<file path="src/rtl/rob_controller.sv">
// In-order reorder-buffer controller: allocation at tail, CDB writeback by tag,
// in-order retirement from head through a valid/ready handshake.
module rob_controller #(
  parameter int unsigned DEPTH  = 8,
  parameter int unsigned TAG_W  = 3,
  parameter int unsigned DATA_W = 16
) (
  input  logic              clk1,
  input  logic              rst,
  input  logic              flush,
  input  logic              alloc_valid,
  input  logic [3:0]        alloc_func,
  input  logic [3:0]        alloc_rd,
  output logic              alloc_ready,
  output logic [TAG_W-1:0]  alloc_tag,
  input  logic              wb_valid,
  input  logic [TAG_W-1:0]  wb_tag,
  input  logic [DATA_W-1:0] wb_value,
  input  logic [TAG_W-1:0]  lookup_tag,
  output logic              lookup_ready,
  output logic [DATA_W-1:0] lookup_value,
  output logic              commit_valid,
  output logic [TAG_W-1:0]  commit_tag,
  output logic [3:0]        commit_func,
  output logic [3:0]        commit_rd,
  output logic [DATA_W-1:0] commit_value,
  input  logic              commit_ready,
  output logic [TAG_W:0]    count,
  output logic              full,
  output logic              empty,
  output logic              wb_err
);

  localparam logic [TAG_W:0] DEPTH_C = (TAG_W+1)'(DEPTH);

  logic [TAG_W-1:0]  head_q,  head_d;
  logic [TAG_W-1:0]  tail_q,  tail_d;
  logic [TAG_W:0]    count_q, count_d;
  logic              wb_err_q, wb_err_d;
  logic [DEPTH-1:0]  valid_q, valid_d;
  logic [DEPTH-1:0]  ready_q, ready_d;
  logic [3:0]        func_q  [DEPTH];
  logic [3:0]        func_d  [DEPTH];
  logic [3:0]        rd_q    [DEPTH];
  logic [3:0]        rd_d    [DEPTH];
  logic [DATA_W-1:0] value_q [DEPTH];
  logic [DATA_W-1:0] value_d [DEPTH];

  logic alloc_fire;
  logic commit_fire;
  logic wb_legal;
  logic head_live;
  logic lookup_hit;

  assign full        = (count_q == DEPTH_C);
  assign empty       = (count_q == '0);
  assign count       = count_q;
  assign alloc_ready = !full;
  assign alloc_tag   = tail_q;
  assign wb_err      = wb_err_q;

  assign head_live    = valid_q[head_q];
  assign commit_valid = valid_q[head_q] && ready_q[head_q];
  assign commit_tag   = head_q;
  assign commit_func  = head_live ? func_q[head_q]  : '0;
  assign commit_rd    = head_live ? rd_q[head_q]    : '0;
  assign commit_value = head_live ? value_q[head_q] : '0;

  assign lookup_hit   = wb_valid && (wb_tag == lookup_tag);
  assign lookup_ready = valid_q[lookup_tag] && (ready_q[lookup_tag] || lookup_hit);
  assign lookup_value = !valid_q[lookup_tag] ? '0 :
                        lookup_hit           ? wb_value : value_q[lookup_tag];

  assign alloc_fire  = alloc_valid && !full;
  assign commit_fire = commit_valid && commit_ready;
  assign wb_legal    = valid_q[wb_tag] && !ready_q[wb_tag];

  always_comb begin
    head_d   = head_q;
    tail_d   = tail_q;
    count_d  = count_q;
    wb_err_d = wb_err_q;
    valid_d  = valid_q;
    ready_d  = ready_q;
    func_d   = func_q;
    rd_d     = rd_q;
    value_d  = value_q;

    if (flush) begin
      head_d   = '0;
      tail_d   = '0;
      count_d  = '0;
      wb_err_d = 1'b0;
      valid_d  = '0;
      ready_d  = '0;
      for (int unsigned i = 0; i < DEPTH; i++) begin
        func_d[i]  = '0;
        rd_d[i]    = '0;
        value_d[i] = '0;
      end
    end else begin
      // Head and tail only coincide when empty (no commit) or full (no
      // alloc), and a committing head is already ready so a writeback to it
      // is illegal; the three updates below therefore never collide.
      if (commit_fire) begin
        valid_d[head_q] = 1'b0;
        ready_d[head_q] = 1'b0;
        func_d[head_q]  = '0;
        rd_d[head_q]    = '0;
        value_d[head_q] = '0;
        head_d          = head_q + TAG_W'(1);
      end

      if (wb_valid) begin
        if (wb_legal) begin
          value_d[wb_tag] = wb_value;
          ready_d[wb_tag] = 1'b1;
        end else begin
          wb_err_d = 1'b1;
        end
      end

      if (alloc_fire) begin
        valid_d[tail_q] = 1'b1;
        ready_d[tail_q] = 1'b0;
        func_d[tail_q]  = alloc_func;
        rd_d[tail_q]    = alloc_rd;
        value_d[tail_q] = '0;
        tail_d          = tail_q + TAG_W'(1);
      end

      case ({alloc_fire, commit_fire})
        2'b10:   count_d = count_q + (TAG_W+1)'(1);
        2'b01:   count_d = count_q - (TAG_W+1)'(1);
        default: count_d = count_q;
      endcase
    end
  end

  always_ff @(posedge clk1 or posedge rst) begin
    if (rst) begin
      head_q   <= '0;
      tail_q   <= '0;
      count_q  <= '0;
      wb_err_q <= 1'b0;
      valid_q  <= '0;
      ready_q  <= '0;
      for (int unsigned i = 0; i < DEPTH; i++) begin
        func_q[i]  <= '0;
        rd_q[i]    <= '0;
        value_q[i] <= '0;
      end
    end else begin
      head_q   <= head_d;
      tail_q   <= tail_d;
      count_q  <= count_d;
      wb_err_q <= wb_err_d;
      valid_q  <= valid_d;
      ready_q  <= ready_d;
      func_q   <= func_d;
      rd_q     <= rd_d;
      value_q  <= value_d;
    end
  end

endmodule

</file>
<file path="config.mk">
export PLATFORM = sky130hd
export DESIGN_NAME = rob_controller
export DESIGN_NICKNAME = d
export VERILOG_FILES = /design/src/rtl/rob_controller.sv
export SDC_FILE = /design/constraint.sdc
export NUM_CORES = 1
export LEC_CHECK = 0
export CAP_MARGIN = 20
export CORE_ASPECT_RATIO = 1.2
export CORE_MARGIN = 10
export CORE_UTILIZATION = 45
export DETAILED_ROUTE_END_ITERATION = 8
export PLACE_DENSITY = 0.7
export SLEW_MARGIN = 20
export SYNTH_ARGS = -nofsm -noshare
export SYNTH_HDL_FRONTEND = slang
export SYNTH_SLANG_ARGS = --single-unit
</file>
<file path="constraint.sdc">
create_clock -name clk1 -period 14.59 [get_ports clk1]
set_input_delay 2.918 -clock clk1 [delete_from_list [all_inputs] [get_ports clk1]]
set_output_delay 2.918 -clock clk1 [all_outputs]
set_load 0.05 [all_outputs]
</file>
Word level (Yosys, flattened, before mapping)

Index checks and enable logic that the tools add are counted.

Register bits after elaboration: 219
Input bits: 36
Output and inout bits: 56
Logic and storage cells: 175

$add $sub $neg: 4
Order comparisons: 14
Equal/unequal tests: 5
Muxes and demuxes: 83
Bitwise logic cells: 18
Reduce and logical (&&, ||, !) cells: 21

Operators with widths:

| kind                 | number |
|---|---|
| $mux W128            | 7 |
| $and A128 B128 Y128  | 2 |
| $mux W32             | 8 |
| $not A128 Y128       | 2 |
| $mux W16             | 10 |
| $demux W16 S3        | 3 |
| $bwmux W128          | 1 |
| $bmux W16 S3         | 2 |
| $mux W8              | 11 |
| $and A32 B32 Y32     | 2 |
| $bwmux W32           | 2 |
| $mux W4              | 9 |
| $not A32 Y32         | 1 |
| $and A8 B8 Y8        | 3 |
| $bmux W4 S3          | 2 |
| $demux W4 S3         | 2 |
| $bmux W1 S3          | 6 |
| $ge A4 B4 Y1 const B | 4 |
| $lt A3 B4 Y1 const B | 4 |
| $not A3 Y4           | 4 |
| $not A8 Y8           | 2 |
| $or A8 B8 Y8         | 2 |
| $logic_and A1 B1 Y1  | 12 |
| $lt A4 B1 Y1 const B | 3 |
| 19 further kinds     | 41 |

Logic depth before layout (Yosys ltp)

Gate-level depths: netlist (run 1).

Depth in word-level cells: 16
Mapped depth: 11
Mapped depth without buffers: 9

Worst setup path after synthesis (run 1)

No wires, ideal clock.

Kind: input to output
Start: input port lookup_tag[0]
End: output port lookup_value[10]
Arrival time: 5.368 ns
Slack: 6.304 ns
Stages on the path: 6
Buffers on the path: 3
Cells stage by stage: buf_2 buf_2 clkbuf_1 mux4_2 mux2i_1 a211oi_1

Cells in the longest elaborated chain, start to end: 6
Elaborated cells between the ends (all ways): 10
Those cells by class: eq/ne (1); mux (7); bitwise (1); reduce/logical (1)

Ends and longest elaborated chain:

| what                                         | line | RTL |
|---|---|---|
| start, declared                              | 19   | `input logic [TAG_W-1:0] lookup_tag,` |
| $not A3 Y4 (implied by the code)             | 72   | `lookup_hit ? wb_value : value_q[lookup_tag];` |
| $bmux W16 S3                                 | 72   |  |
| $mux W16 (implied by the code) (2 in series) | 72   |  |
| $mux W16                                     | 72   |  |
| $mux W16 (*)                                 | 71   | `assign lookup_value = !valid_q[lookup_tag] ? '0 :` |
| end, declared                                | 21   | `output logic [DATA_W-1:0] lookup_value,` |

Every way passes the cells marked *; elsewhere a longest branch is shown, timed or not. The select of a mux whose other input is x is not followed.

Worst setup path in the final report (run 1)

Start: input port wb_tag[2]
End: output port lookup_value[13]

Cells in the longest elaborated chain, start to end: 4

Ends and longest elaborated chain:

| what                | line | RTL |
|---|---|---|
| start, declared     | 17   | `input logic [TAG_W-1:0] wb_tag,` |
| $eq A3 B3 Y1        | 69   | `assign lookup_hit = wb_valid && (wb_tag == lookup_tag);` |
| $logic_and A1 B1 Y1 | 69   |  |
| $mux W16            | 72   |  |
| $mux W16            | 71   |  |

Every way passes these cells.

==> flow_metrics.py, run 1 <==
metrics = {
    "grt": {
        "grt-ovfl-total": 0,
        "grt_max_degree": 96,
        "globalRouteMet1Util": 0.3028,
        "antenna_found_initial": 0,
        "globalRouteTotalUtil": 0.2491,
        "grt_pass1_wl_um": 70160,
        "grt_pass1_vias": 11610,
        "top_usage_layer": "met2",
        "grt_util_met3": 0.05506,
        "gr-usage-met2": 0.4139,
    },
    "timing": {
        "worst_pin_slew_ns": 1.199,
        "finalHoldViolations": 0,
        "tns_ns": 0,
        "finalSetupViolations": 0,
        "fmax_mhz": 112.6,
        "fin_crit_sh": 0.6085,
        "period_needed_ns": 8.878,
        "fin_skew_ns": 0.01191,
        "max_slew_margin": 0.2009,
        "maxSlewViolCount": 0,
        "whs_ns": 0.5192,
        "rsz0062_at_grt": "no",
    },
    "floorplan": {
        "core_mm2": 0.02800,
        "die_w_um": 173.9,
        "rows": 67,
        "ios": 92,
        "initial_core_util": 0.4569,
        "die_y_um": 204.7,
        "die-area_mm2": 0.03560,
    },
    "pwr": {
        "clockPowerShare": 0.464,
        "vdd_drop_max_mv": 0.06611,
        "comb_power_share": 0.090,
        "p_int_mw": 1.036,
        "power_density_mw_per_mm2": 95.81,
        "p_leak_nw": 5.441,
        "netSwitchingFraction": 0.2564,
        "seqPwrFrac": 0.446,
        "p_sw_mw": 0.3571,
    },
    "logic_synthesis": {
        "synth_top_family_by_area": "simple AND/OR/NAND/NOR gates",
        "yosys_warnings": 0,
        "synth_top_cell_by_area": "dfrtp_1",
        "yosys.area_share.xor_xnor": 0.007433,
        "synth.area.mux_share": 0.1015,
        "synth-simple-area-share": 0.2146,
        "synthFlopType": "dfrtp_1",
        "synth-seq-cells": 219,
        "syn_inst": 1340,
        "synth_area_leaders": "dfrtp_1 43%, mux4_2 7.7%, a21oi_1 6.8%, nand3_1 6.1%, nand2_1 6.0%",
        "synth-seq-area-share": 0.4284,
        "netlist.area_leader.share": 0.4284,
        "syn_nets": 1380,
        "syn_avg_cell_area_um2": 9.546,
        "synth_edf_count": 0,
        "synth_fa_ha_area_frac": 0.003912,
        "syn-cell-area_mm2": 0.01279,
        "synth_compound_gate_area_share": 0.1820,
        "ys_types": 59,
        "ys_async_sr_fraction": 1.000,
    },
    "setup_path": {
        "critPathBufInv": 3,
        "r2r-start": "commit_tag[0]",
        "critical-path-slowest-cell": "clkdlybuf4s50_1",
        "cp.arrival_ns": 5.96,
        "cp_cell_sequence": "clkdlybuf4s50_1, xnor2_1, nand4_1, buf_4, nor2_1, a211oi_1, clkdlybuf4s50_1",
        "cp_max_fo": 33,
        "crit_required_ns": 11.67,
        "max_stage_delay_ns": 1.04,
        "crit_top_cell": "clkdlybuf4s50_1",
        "cp-startpoint": "wb_tag[2]",
        "cp-start-kind": "input pin",
        "regToRegSetupSlack_ns": 11.18,
        "cp_top_family": "buffers and inverters",
        "path_class": "in -> out",
        "ff2ff_path_depth": 5,
        "endpoint_kind": "output port",
        "reg2reg_to": "value_q[73]",
    },
    "cts": {
        "clk_transition_reported_paths_ns": 0.07,
        "cts_root_buf": "clkbuf_16",
        "cts.sinks": 219,
        "cts_buffer_depth": 3,
        "cts_tree": "built",
        "clk_latency_ns": 0.53,
        "cts_buffers": 25,
        "cts_max_level": 1,
        "postCtsHoldBufs": 0,
        "cts_resized": 0,
        "post_cts_buffers": 0,
    },
    "min_path": {
        "hold_class": "reg -> reg",
        "hold_path_depth": 2,
        "min_to": "wb_err",
        "hold_path.startpoint": "wb_err",
    },
    "placed_design": {
        "gp_congestion": 0.8722,
        "portBuffers": 91,
        "post-dp-hpwl_um": 26610,
    },
    "final_layout": {
        "nets": 1378,
        "diodes": 0,
        "fill_cells": 2564,
        "drive_above_1_share": 0.1754,
        "area_growth_pct": 13.63,
        "final_common_cell": "dfrtp_1",
        "final_cell_mix": "219 x dfrtp_1, 205 x nand2_1, 174 x a21oi_1",
    },
    "drt": {
        "vias": 11640,
        "via_per_inst": 6.706,
        "antenna_left": 0,
        "drtPass1Iterations": 6,
        "drt_iter0_markers": 1815,
        "drc_errors": 0,
        "drt_wl_total_um": 45510,
        "wl_per_cell_um": 26.22,
    },
    "flow_run": {
        "timing.max_cap.violations": 0,
    },
    "outcome": {
        "status": "complete, no violations",
    },
}
==> power groups by stage <==
stage                     Sequential (mW)  Combinational (mW)  Clock, mW
after global placement              0.631               0.123          0
after floorplan                     0.634              0.0803          0
after CTS                           0.621               0.125      0.651
final                               0.621               0.126      0.646
after global routing                0.622               0.133      0.678
after detailed placement            0.632               0.125          0
==> cell usage after synthesis (10+ instances only) <==
| library cell | instances |
|---|---|
| a22o_1 | 24 |
| nand2_1 | 205 |
| buf_2 | 45 |
| a211oi_1 | 16 |
| buf_1 | 14 |
| mux4_2 | 44 |
| nand3_2 | 41 |
| a21oi_2 | 40 |
| buf_4 | 11 |
| mux2i_1 | 24 |
| clkbuf_1 | 66 |
| nand3_1 | 155 |
| inv_1 | 10 |
| nand2b_1 | 14 |
| a31oi_1 | 25 |
| a221oi_1 | 24 |
| nor2_1 | 43 |
| dfrtp_1 | 219 |
| a22oi_1 | 48 |
| buf_6 | 11 |
| a21oi_1 | 174 |
==> final cells by class <==
class / count / area, µm² / area share
inverter: 10 / 45.04 / 0.003099
sequential: 219 / 5480 / 0.3770
tap: 379 / 474.2 / 0.03262
timing repair buffer: 120 / 1114 / 0.07661
clock buffer: 37 / 740.7 / 0.05096
clock inverter: 9 / 98.84 / 0.006800
multi-input combinational: 962 / 6584 / 0.4529
==> sequential cells by signal (all words and copies together) (netlist names) <==
signal / flops
rd_q: 32
count: 4
wb_err: 1
alloc_tag: 3
commit_tag: 3
func_q: 32
valid_q: 8
ready_q: 8
value_q: 128
==> layer usage <==
layer	routed length, µm	up-vias	share of wire
met5	0	-	0
met4	2128	0	0.047
met3	5083	183	0.11
met2	21570	874	0.47
met1	16740	5714	0.37
li1	-	4870	-
==> stage by stage <==
step | cell area [µm²] | cells | setup slack, ns | total power, mW | utilization
global route | 14540 | 1736 | 5.579 | 1.433 | 0.5192
detailed placement | 13700 | 1690 | 5.724 | 0.7565 | 0.4892
global placement | 13690 | 1690 | 5.752 | 0.7542 | 0.4889
finish | 14540 | 1736 | 5.712 | 1.393 | 0.5192
CTS | 14540 | 1736 | 5.727 | 1.396 | 0.5192
floorplan | 12790 | 1340 | 5.679 | 0.7140 | -
==> cell families (layout without fill, tap and decap cells) <==
logic type	after synthesis	in the layout
simple gates	516	516
compound gates	358	358
flops	219	219
buf+inv	159	176
mux	74	74
xor+xnor	10	10
fa+ha+maj	4	4
==> how the worst max path moves through the flow <==
| stage | cells after the start | slack, ns | endpoint |
|---|---|---|---|
| 2_1_floorplan | 1 | 5.68 | alloc_tag[0] |
| 3_3_place_gp | 7 | 5.75 | lookup_value[14] |
| 3_5_place_dp | 7 | 5.72 | lookup_value[13] |
| 4_1_cts | 7 | 5.73 | lookup_value[13] |
| 5_1_grt | 7 | 5.58 | lookup_value[13] |
| 6_report | 7 | 5.71 | lookup_value[13] |
==> worst register-to-register path, delay by kind of cell (launching register included) <==
family             cells  cell delay [ns]
AOI/OAI and AO/OA      1             0.11
DFF                    1             0.75
and+or+nand+nor        4             2.38
(Power assumes the default switching activity.)
==> inputs of run 2 (changes only) <==
==> constraint.sdc (replaced) <==
create_clock -name clk1 -period 8.51 [get_ports clk1]
set_input_delay 1.702 -clock clk1 [delete_from_list [all_inputs] [get_ports clk1]]
set_output_delay 1.702 -clock clk1 [all_outputs]
set_load 0.05 [all_outputs]
==> flow_metrics.py, run 2 (synthesis gave the netlist of run 1 again) <==
metrics = {
    "outcome": {
        "status": "complete, no violations",
    },
    "drt": {
        "via_per_inst": 6.718,
        "drc_errors": 0,
        "antenna_left": 0,
        "wl_per_cell_um": 26.58,
        "drt_wl_total_um": 46170,
        "drtPass1Iterations": 8,
        "vias": 11670,
        "drt_iter0_markers": 1848,
    },
    "pwr": {
        "p_leak_nw": 5.455,
        "vdd_drop_max_mv": 0.1301,
        "power_mw": 2.398,
        "power_density_mw_per_mm2": 164.5,
    },
    "final_layout": {
        "final_cell_mix": "219 x dfrtp_1, 205 x nand2_1, 174 x a21oi_1",
        "diodes": 0,
        "fin_cells": 1737,
        "nets": 1380,
        "drive_above_1_share": 0.1745,
        "regMostFlops": "value_q",
        "fill_cells": 2572,
        "largest_reg_flops": 128,
        "final_common_cell": "dfrtp_1",
        "area_growth_pct": 13.96,
        "reg.largest.list": "value_q: 128 flops, func_q: 32 flops, rd_q: 32 flops",
        "design_area_mm2": 0.01458,
    },
    "flow_run": {
        "timing.max_cap.violations": 0,
    },
    "timing": {
        "max_slew_margin": 0.1915,
        "period_needed_ns": 6.396,
        "rsz0062_at_grt": "no",
        "tns_ns": 0,
        "finalSetupViolations": 0,
        "maxSlewViolCount": 0,
        "finalHoldViolations": 0,
        "fmax_mhz": 156.3,
        "fin_crit_sh": 0.7516,
        "worst_pin_slew_ns": 1.213,
        "fin_skew_ns": 0.02039,
    },
    "grt": {
        "globalRouteTotalUtil": 0.2520,
        "antenna_found_initial": 0,
        "grt-ovfl-total": 0,
        "grt_pass1_vias": 11460,
        "grt_max_degree": 106,
        "grt_pass1_wl_um": 70610,
    },
    "setup_path": {
        "crit_top_cell": "clkdlybuf4s50_1",
        "cp_max_fo": 17,
        "crit_required_ns": 6.81,
        "cp-start-kind": "input pin",
        "max_stage_delay_ns": 0.89,
        "path_class": "in -> out",
        "critPathBufInv": 3,
        "cp-startpoint": "wb_tag[1]",
        "cp_top_family": "buffers and inverters",
        "cp.arrival_ns": 4.69,
        "critical-path-slowest-cell": "clkdlybuf4s50_1",
        "endpoint_kind": "output port",
        "cp_cell_sequence": "clkdlybuf4s50_1, xnor2_1, nand4_1, buf_6, a211oi_1, clkdlybuf4s50_1",
        "r2r-start": "commit_tag[2]",
    },
    "floorplan": {
        "rows": 67,
        "die_y_um": 204.7,
        "ios": 92,
        "die_w_um": 173.9,
        "die-area_mm2": 0.03560,
        "initial_core_util": 0.4569,
        "core_mm2": 0.02800,
    },
    "placed_design": {
        "dp_cells": 1692,
        "post-dp-hpwl_um": 26960,
        "placed_cell_area_mm2": 0.01372,
        "gp_congestion": 0.8599,
        "portBuffers": 91,
    },
    "cts": {
        "cts_buffer_depth": 3,
        "cts_buffers": 24,
        "cts_max_level": 1,
        "cts.sinks": 219,
        "post_cts_buffers": 0,
        "cts_tree": "built",
        "cts_resized": 0,
        "postCtsHoldBufs": 0,
        "clk_transition_reported_paths_ns": 0.06,
        "cts_root_buf": "clkbuf_16",
        "clk_latency_ns": 0.53,
    },
    "min_path": {
        "hold_class": "reg -> reg",
        "hold_path.startpoint": "wb_err",
    },
}
-- run 2: final timing paths --
path	cells after the start	end	slack [ns]
min in group asynchronous	2	commit_tag[0]	1.68
setup reg to reg	5	value_q[23]	4.97
hold / removal	2	wb_err	0.52
max in group asynchronous	3	value_q[91]	5.37
hold reg to reg	2	wb_err	0.52
setup / recovery	6	lookup_value[14]	2.11
-- run 2: layout make-up --
class | instances | area [µm²] | share of cell area
clock buffer | 37 | 720.7 | 0.04944
clock inverter | 7 | 113.9 | 0.007810
inverter | 10 | 45.04 | 0.003090
multi-input combinational | 962 | 6584 | 0.4516
sequential | 219 | 5480 | 0.3759
tap | 379 | 474.2 | 0.03253
timing repair buffer | 123 | 1160 | 0.07956
-- run 2: worst min-delay path: stages, from the launching register on --
cell     delay [ns]
dfrtp_1        0.38
inv_1          0.05
a21oi_1        0.05
-- run 2: metrics by stage --
step                      hold slack, ns  worst slack, ns  utilization
after floorplan                   0.5082           0.8153            -
after global placement            0.5133            1.740       0.4891
after detailed placement          0.5190            1.617       0.4901
after CTS                         0.5324            1.619       0.5199
after global routing              0.5476            2.001       0.5206
final                             0.5239            2.114       0.5206
-- run 2: where the power goes --
group	switching, mW	total (mW)	leakage, nW	internal, mW
clock network	0.440	1.11	0.411	0.673
registers	0.0127	1.06	3.05	1.05
logic	0.155	0.220	2.00	0.0648
total	0.608	2.40	5.46	1.79
-- run 2: per-layer routing --
layer / up-vias / GRT usage / wire length [µm]
li1: 4875 / - / -
met1: 5668 / 0.3080 / 16330
met2: 913 / 0.4102 / 21640
met3: 214 / 0.05654 / 5477
met4: 0 / 0.1345 / 2715
met5: - / 0 / 0
==> inputs of run 3 (changes only) <==
--- a/config.mk
+++ b/config.mk
@@ -10,7 +10,7 @@
 export CORE_MARGIN = 10
 export CORE_UTILIZATION = 45
 export DETAILED_ROUTE_END_ITERATION = 8
-export PLACE_DENSITY = 0.7
+export PLACE_DENSITY = 0.72
 export SLEW_MARGIN = 20
 export SYNTH_ARGS = -nofsm -noshare
 export SYNTH_HDL_FRONTEND = slang
==> constraint.sdc (replaced) <==
create_clock -name clk1 -period 5.4 [get_ports clk1]
set_input_delay 1.08 -clock clk1 [delete_from_list [all_inputs] [get_ports clk1]]
set_output_delay 1.08 -clock clk1 [all_outputs]
set_load 0.05 [all_outputs]
==> flow_metrics.py, run 3 (synthesis gave the netlist of run 1 again) <==
metrics = {
    "outcome": {
        "status": "complete, no violations",
    },
    "floorplan": {
        "initial_core_util": 0.4569,
        "die_y_um": 204.7,
        "die-area_mm2": 0.03560,
        "die_w_um": 173.9,
        "core_mm2": 0.02800,
        "ios": 92,
        "rows": 67,
    },
    "final_layout": {
        "final_cell_mix": "219 x dfrtp_1, 205 x nand2_1, 174 x a21oi_1",
        "multi_input_area_mm2": 0.006558,
        "fin_cells": 1749,
        "final_common_cell": "dfrtp_1",
        "drive_above_1_share": 0.1927,
        "diodes": 0,
        "fill_cells": 2500,
        "regMostFlops": "value_q",
        "largest_reg_flops": 128,
        "nets": 1392,
        "area_growth_pct": 15.94,
        "final_util": 0.5297,
        "reg.largest.list": "value_q: 128 flops, func_q: 32 flops, rd_q: 32 flops",
        "design_area_mm2": 0.01483,
        "regArea_mm2": 0.005480,
    },
    "setup_path": {
        "path_class": "reg -> out",
        "critPathBufInv": 2,
        "cp_top_family": "buffers and inverters",
        "cp_cell_sequence": "and3b_1, buf_4, a22o_1, a221oi_1, a31oi_1, clkdlybuf4s50_1",
        "cp_max_fo": 14,
        "max_stage_delay_ns": 0.87,
        "cp-start-kind": "register",
        "cp.arrival_ns": 3.87,
        "endpoint_kind": "output port",
        "crit_required_ns": 4.32,
        "critical-path-slowest-cell": "and3b_1",
    },
    "pwr": {
        "vdd_drop_max_mv": 0.1899,
        "power_mw": 3.730,
        "power_density_mw_per_mm2": 251.5,
        "p_leak_nw": 5.605,
    },
    "cts": {
        "clk_transition_reported_paths_ns": 0.06,
        "cts_tree": "built",
        "cts_buffer_depth": 3,
        "cts_max_level": 1,
        "post_cts_buffers": 0,
        "postCtsHoldBufs": 0,
        "clk_latency_ns": 0.53,
        "cts.sinks": 219,
        "cts_root_buf": "clkbuf_16",
        "cts_resized": 0,
        "cts_buffers": 24,
    },
    "placed_design": {
        "post-dp-hpwl_um": 27660,
        "gp_congestion": 0.9044,
        "dp_cells": 1703,
        "post-place-ws_ns": 1.096,
        "placed_cell_area_mm2": 0.01396,
        "portBuffers": 91,
    },
    "drt": {
        "drt_wl_total_um": 44090,
        "vias": 11580,
        "via_per_inst": 6.620,
        "antenna_left": 0,
        "drt_iter0_markers": 1706,
        "wl_per_cell_um": 25.21,
        "drtPass1Iterations": 5,
        "drc_errors": 0,
    },
    "timing": {
        "maxSlewViolCount": 0,
        "max_slew_margin": 0.1689,
        "setup_ws_ns": 0.4534,
        "period_needed_ns": 4.947,
        "worst_pin_slew_ns": 1.247,
        "fin_skew_ns": 0.01379,
        "finalSetupViolations": 0,
        "fin_crit_sh": 0.9160,
        "tns_ns": 0,
        "fmax_mhz": 202.2,
        "whs_ns": 0.5171,
        "rsz0062_at_grt": "no",
        "finalHoldViolations": 0,
    },
    "grt": {
        "grt_pass1_wl_um": 67970,
        "grt_pass1_vias": 11450,
        "globalRouteTotalUtil": 0.2390,
        "grt-ovfl-total": 0,
        "grt_max_degree": 128,
        "antenna_found_initial": 0,
    },
    "min_path": {
        "hold_class": "reg -> reg",
    },
    "flow_run": {
        "timing.max_cap.violations": 0,
    },
}
==> run 3: changes by cell type in the layout (fill, tap and decap cells not counted), moves of 2 or more <==
| cell | previous run | this run |
|---|---|---|
| clkdlybuf4s50_1 | 88 | 71 |
| clkbuf_1 | 7 | 5 |
| clkinv_2 | 3 | 6 |
| buf_12 | 0 | 19 |
| buf_4 | 30 | 40 |
==> run 3: worst min-delay path: cells and delay by family, from the launching register on <==
kind	cells	cell delay, ns
flops	1	0.37
buf+inv	1	0.05
compound gates	1	0.05
==> run 3: final timing paths <==
check | slack (ns) | from | to | cells after the start
min reg2reg | 0.52 | wb_err | wb_err | 2
min in group asynchronous | 1.05 | rst | value_q[85] | 2
max | 0.45 | commit_tag[1] | commit_func[0] | 6
min | 0.52 | wb_err | wb_err | 2
max reg2reg | 1.83 | commit_tag[1] | value_q[16] | 5
max in group asynchronous | 3.22 | rst | value_q[108] | 3
==> run 3: cell type report <==
cell class                 instances  area share
tap                              379     0.03197
clock inverter                     8    0.006074
clock buffer                      36     0.04901
multi-input combinational        962      0.4421
timing repair buffer             135     0.09853
sequential                       219      0.3695
inverter                          10    0.002784
==> run 3: power breakdown <==
part / internal, mW / switching, mW / leakage, nW / total [mW]
clock: 1.02 / 0.689 / 0.409 / 1.71
sequential: 1.66 / 0.0184 / 3.05 / 1.68
combinational: 0.102 / 0.240 / 2.15 / 0.342
==> run 3: layer usage <==
metal	part of all wire	GRT usage	vias up
met1	0.36	0.2913	5616
met3	0.11	0.05083	197
met4	0.055	0.1351	0
li1	-	-	4895
met2	0.47	0.3883	871
met5	0	0	-
